--- src/rtl/bin_to_bcd_seq.sv ---
// bin_to_bcd_seq: iterative binary-to-BCD converter using double dabble (shift-and-add-3).
// It takes one unsigned WIDTH-bit value and, WIDTH clocks later, produces DIGITS packed BCD digits
// plus an overflow flag. The handshake uses start, busy and a one-cycle done pulse.
// Optional build macro BIN_TO_BCD_BLANK_EN: when it is defined, leading zero digits of a
// non-overflowing result are written as 4'hF, so the downstream 7-segment decoder blanks them.
module bin_to_bcd_seq #(
  parameter int WIDTH  = 32,
  parameter int DIGITS = 10
) (
  input  logic                  clock,
  input  logic                  reset,
  input  logic                  start,
  input  logic [WIDTH-1:0]      entrada,
  output logic                  busy,
  output logic                  done,
  output logic [4*DIGITS-1:0]   bcd,
  output logic                  overflow
);

  localparam int BW = 4 * DIGITS;
  localparam int CW = $clog2(WIDTH + 1);

  typedef enum logic {
    IDLE  = 1'b0,
    SHIFT = 1'b1
  } state_t;

  state_t          state, state_nxt;
  logic [WIDTH-1:0] shreg, shreg_nxt;
  logic [BW-1:0]    acc, acc_adj, acc_nxt, result;
  logic             ovf_acc, ovf_nxt;
  logic [CW-1:0]    count;
  logic             accept, last;

  assign accept = (state == IDLE) && start;
  assign last   = (state == SHIFT) && (count == CW'(1));

  // State register.
  always_ff @(posedge clock or negedge reset) begin
    // NOTE: every clocked process uses non-blocking (<=) assignments. All registers
    // therefore sample values from before the edge, and the order of statements does not matter.
    if (!reset) state <= IDLE;
    else        state <= state_nxt;
  end

  // Next-state logic. start is ignored while a conversion is running.
  always_comb begin
    // NOTE: the default assignment at the top covers every path, so no latch is inferred.
    state_nxt = state;
    unique case (state)
      IDLE:    if (start) state_nxt = SHIFT;
      SHIFT:   if (last)  state_nxt = IDLE;
      default: state_nxt = IDLE;
    endcase
  end

  // FSM outputs.
  always_comb begin
    busy = (state == SHIFT);
  end

  // One double-dabble step. First, every digit >= 5 is corrected by +3, with no carry between
  // digits. Then {acc, shreg} shifts left. A 1 leaving the top digit means the value needs more
  // than DIGITS digits. That bit is lost from acc, but the lower digits stay exact modulo
  // 10^DIGITS.
  always_comb begin
    acc_adj = acc;
    for (int i = 0; i < DIGITS; i++) begin
      if (acc[4*i +: 4] >= 4'd5) acc_adj[4*i +: 4] = acc[4*i +: 4] + 4'd3;
    end
    acc_nxt   = {acc_adj[BW-2:0], shreg[WIDTH-1]};
    shreg_nxt = {shreg[WIDTH-2:0], 1'b0};
    ovf_nxt   = ovf_acc | acc_adj[BW-1];
  end

`ifdef BIN_TO_BCD_BLANK_EN
  logic seen_nz;

  // Leading-zero blanking of the final accumulator. Digit 0 is never blanked.
  // Overflowed results are passed through unchanged.
  always_comb begin
    result  = acc_nxt;
    seen_nz = 1'b0;
    if (!ovf_nxt) begin
      for (int i = DIGITS - 1; i >= 1; i--) begin
        if (acc_nxt[4*i +: 4] != 4'd0) seen_nz = 1'b1;
        if (!seen_nz) result[4*i +: 4] = 4'hF;
      end
    end
  end
`else
  assign result = acc_nxt;
`endif

  // Conversion datapath: load on accept, then one step per SHIFT cycle.
  always_ff @(posedge clock or negedge reset) begin
    if (!reset) begin
      shreg   <= '0;
      acc     <= '0;
      ovf_acc <= 1'b0;
      count   <= '0;
    end else if (accept) begin
      shreg   <= entrada;
      acc     <= '0;
      ovf_acc <= 1'b0;
      count   <= CW'(WIDTH);
    end else if (state == SHIFT) begin
      shreg   <= shreg_nxt;
      acc     <= acc_nxt;
      ovf_acc <= ovf_nxt;
      count   <= count - CW'(1);
    end
  end

  // Result registers. They update only on the final step, so bcd/overflow keep the last result.
  always_ff @(posedge clock or negedge reset) begin
    if (!reset) begin
      bcd      <= '0;
      overflow <= 1'b0;
      done     <= 1'b0;
    end else begin
      done <= last;
      if (last) begin
        bcd      <= result;
        overflow <= ovf_nxt;
      end
    end
  end

endmodule
--- config.mk ---
export PLATFORM = sky130hd
export DESIGN_NAME = bin_to_bcd_seq
export DESIGN_NICKNAME = d
export VERILOG_FILES = /design/src/rtl/bin_to_bcd_seq.sv
export SDC_FILE = /design/constraint.sdc
export NUM_CORES = 1
export LEC_CHECK = 0
export ABC_CLOCK_PERIOD_IN_PS = 1600
export CORE_MARGIN = 2
export CORE_UTILIZATION = 40
export DETAILED_ROUTE_END_ITERATION = 12
export PLACE_DENSITY = 0.68
export SLEW_MARGIN = 15
export SYNTH_ARGS = -nofsm -noshare
export SYNTH_HDL_FRONTEND = slang
export SYNTH_SLANG_ARGS = --single-unit
--- constraint.sdc ---
create_clock -name clock -period 1.6 [get_ports clock]
set_input_delay 0.16 -clock clock [delete_from_list [all_inputs] [get_ports clock]]
set_output_delay 0.16 -clock clock [all_outputs]
set_load 0.01 [all_outputs]
# --- After elaboration in Yosys (flattened, before gate mapping) ---
# Cells that the tools add are included.
op_classes:
  magnitude_cmp: 10
  reduce_logical: 3
  eq_ne: 1
  addsub: 11
  n_mux: 21
  n_bitwise: 2
ops:
  columns: ["operator", "count"]
  rows:
  - ["2-to-1 mux 40 bit", 2]
  - ["2-to-1 mux 32 bit", 2]
  - ["adder 4 x 2 -> 4 bit, second input constant", 10]
  - [">= comparator 4 x 3 -> 1 bit, second input constant", 10]
  - ["2-to-1 mux 4 bit", 10]
  - ["2-to-1 mux 6 bit", 2]
  - ["== test 6 x 1 -> 1 bit, second input constant", 1]
  - ["subtractor 6 x 1 -> 6 bit, second input constant", 1]
  - ["2-to-1 mux 1 bit", 4]
  - ["logical AND 1 bit", 2]
  - ["one-hot mux 1 bit (2 select lines)", 1]
  - ["nonzero test 2 bit", 1]
  - ["inverter 1 bit", 1]
  - ["bitwise OR 1 bit", 1]
totals:
  input_bits: 35
  register_bits: 122
  out_inout_bits: 43

# --- Longest topological paths before layout ---
depth:
  depth_word: 5
  mapped_depth: 8

# --- Worst setup path after synthesis ---
# No wires, ideal clock.
synth_path:
  path_kind: "reg-to-reg"
  start: "register count[1]"
  end: "register bcd[10]"
  setup_time_ns: 0.125
  path_slack_ns: -0.215
  stages_incl_launch_ff: 9
  required_ns: 1.475
  arrival_time_ns: 1.689
  cell_sequence: "dfrtp_1 -> inv_1 -> ha_1 -> nand2b_1 -> or4_4 -> buf_6 -> clkinv_8 -> buf_12 -> mux2_4"
synth_between:
  elab_chain_cells: 2
synth_lines:
  columns: ["item", "line_no", "source"]
  rows:
  - ["from (decl)", "32", "logic [CW-1:0] count;"]
  - ["from (signal assigned)", "106", "count <= CW'(WIDTH);"]
  - ["from (signal assigned)", "111", "count <= count - CW'(1);"]
  - ["== test 6 x 1 -> 1 bit", "36", "assign last = (state == SHIFT) && (count == CW'(1));"]
  - ["logical AND 1 bit", "36", null]
  - ["to (signal assigned)", "124", "bcd <= result;"]
  - ["to (decl)", "16", "output logic [4*DIGITS-1:0] bcd,"]
# Every way passes these cells.
# A chain may end at the register's enable or synchronous reset.

# --- Final worst setup path ---
layout_path:
  start: "register count[1]"
  end: "register bcd[0]"
# The elaborated chain is that of the path after synthesis.

==> qor.yml <==
finish:
  final_core_util: 0.555
  final_layout_size_suffix_gt1_frac: 0.200
  area_growth_pct: 35.5
  layout_commonest_cell: "dfrtp_1"
  layout_common_cells: "dfrtp_1 (121), clkdlybuf4s50_1 (74), o21ai_0 (55)"
  nets: 724
  num_antenna_cells: 0
floorplanning:
  initial_core_util: 0.409
  core_area_mm2: 0.0146
  die_h_um: 126
  die_x_um: 126
  rows: 44
  die-area_mm2: 0.0159
  num_io_pins: 78
worst_setup_path:
  crit_path_max_fanout: 7
  crit_type: "flip-flop to flip-flop"
  cp_data_arrival_time_ps: 2110
  start_kind: "flip-flop"
  endpoint_kind: "flip-flop"
  critical_path_required_ps: 1910
yosys:
  synth_flop_cell: "dfrtp_1"
  netlist_instances: 562
  syn-num-nets: 619
  syn_area_mm2: 0.00597
  synthTopCellsByArea: "dfrtp_1 (51%), mux2i_1 (7.4%), o21ai_0 (6.4%)"
  syn_avg_cell_area_um2: 10.6
  synth.top_cell.area_share: 0.511
  ys_warn_count: 0
  synth-seq-cells: 122
  seq_area_frac_synth: 0.511
  async_flop_share: 1.00
  yosysTopAreaCell: "dfrtp_1"
  yosysUniqueCellTypes: 31
  synth_edf_count: 0
global_route:
  grt_pass1_wl_um: 22900
  antenna_found_initial: 0
  grt-ovfl-total: 0
  grt_max_degree: 52
  first_global_vias: 4674
  grt_use_total: 0.181
drt:
  wirelength_um: 14300
  wl_per_cell_um: 16.5
  viasPerCell: 5.28
  drcViolationCount: 0
  num_vias: 4565
  drtIter0Drc: 181
  drtAntennaViolNets: 0
  first_pass_iters: 4
sta:
  worst_pin_slew_ps: 819
  slew_violations: 0
  setup_viol: 44
  period_minus_slack_ps: 1800
  period_share: 1.13
  clock_skew_ps: 5.41
  max_freq_mhz: 555
  hold_viol: 0
  fin_ws_ps: -200
  slew_headroom: 0.453
  rsz0062_at_grt: "true"
job:
  maxCapViolCount: 0
power_and_ir_drop:
  ir_drop_mv: 0.839
  power.density_mw_per_mm2: 2060
  finalPower_w: 0.0167
  p_leak_nw: 3.81
placement:
  place_congestion: 0.796
  portBuffers: 77
  hpwl_um: 8690
clock_tree:
  clock_path_buffers: 2
  cts_sinks: 122
  path_clk_slew_ps: 60
  cts_made_buffers: 17
  insertion_delay_ps: 420
  cts_tree: "yes"
  cts_root_buffer: "clkbuf_16"
  htree_levels: 4
hold_path:
  hold_path_class: "input pin to flip-flop"
run_status:
  outcome: "finished with violations"
  violations: "negative setup slack"
[Yosys cell counts (2+ instances only)]
master,count
inv_1,24
buf_1,7
and3_1,10
a21oi_1,31
xnor2_1,10
o21ai_0,76
a21o_1,30
buf_12,2
and2_1,10
clkbuf_2,2
nor3_1,11
clkbuf_1,13
mux2_4,18
ha_1,22
nand3_1,10
nor2_1,16
dfrtp_1,122
a22o_1,10
nand2b_1,12
nand2_1,56
nor3b_1,10
mux2i_1,44
mux2_2,3
buf_2,6
[sequential cells by signal (all words and copies together), names as in the netlist]
name and flops:
acc 40, bcd 40, shreg 32, count 6
busy 1, done 1, overflow 1, ovf_acc 1
[per-layer routing]
layer / vias to the layer above / GRT usage / part of all wire
met5: - / 0 / 0
met4: 0 / 0.0614 / 0.020
met3: 30 / 0.0663 / 0.066
met2: 133 / 0.292 / 0.48
met1: 2240 / 0.227 / 0.43
li1: 2162 / - / -
[cells by family after synthesis]
group | synth area share
flip-flops | 0.511
multiplexers | 0.125
AND/OR/NAND/NOR | 0.112
XOR/XNOR | 0.0161
AO/OA/AOI/OAI | 0.145
buffers and inverters | 0.0457
adder cells (fa/ha/maj) | 0.0461
[worst max-delay path, cell delays in order (launching register included)]
cell and delay, ps:
dfrtp_1 400, inv_2 80, ha_4 120, nand2b_1 50, or4_4 470, buf_6 170, buf_12 130, mux2_2 260
[final cells by class]
cell class | count | area, µm²
Fill cell | 1220 | 6500
Sequential cell | 122 | 3060
Multi-Input combinational cell | 384 | 2800
Timing Repair Buffer | 115 | 1220
Clock buffer | 26 | 519
Tap cell | 184 | 230
Clock inverter | 6 | 108
Inverter | 25 | 106
Timing Repair inverter | 2 | 46.3
[worst paths after layout]
check	from	end	slack, ps	cells past startpoint
worst max-delay path	count[1]	bcd[0]	-200	7
worst max register to register	count[1]	bcd[0]	-200	7
max in group asynchronous	reset	acc[31]	740	3
min in group asynchronous	reset	shreg[26]	230	2
worst min register to register	shreg[12]	shreg[13]	480	2
worst min-delay path	start	acc[13]	220	3
[metrics by stage]
| stage | setup WS [ps] | TNS, ps | hold slack [ps] | cell area (µm²) | cells |
|---|---|---|---|---|---|
| global route | -244 | -8320 | 229 | 8090 | 864 |
| floorplan | -172 | -3180 | -136 | 5980 | 562 |
| finish | -200 | -6000 | 222 | 8090 | 864 |
| CTS | -176 | -4970 | 205 | 7990 | 862 |
| global placement | -165 | -3340 | 139 | 7000 | 813 |
| detailed placement | -220 | -5720 | 142 | 7000 | 813 |
[power by group]
group / switching, W / internal (W)
combinational: 0.00338 / 0.00381
sequential: 0.00105 / 0.00441
clock: 0.00134 / 0.00269
total: 0.00576 / 0.0109
[what timing repair did]
action | 4_1_cts | 5_1_grt
pin swaps | 17 | 5
setup endpoints to repair | 42 | 57
gates cloned | 6 | 0
hold endpoints to repair | 30 | 0
gates resized for setup | 56 | 32
buffers inserted | 10 | 3
hold buffers | 1 | 0
(Power assumes the default switching activity.)
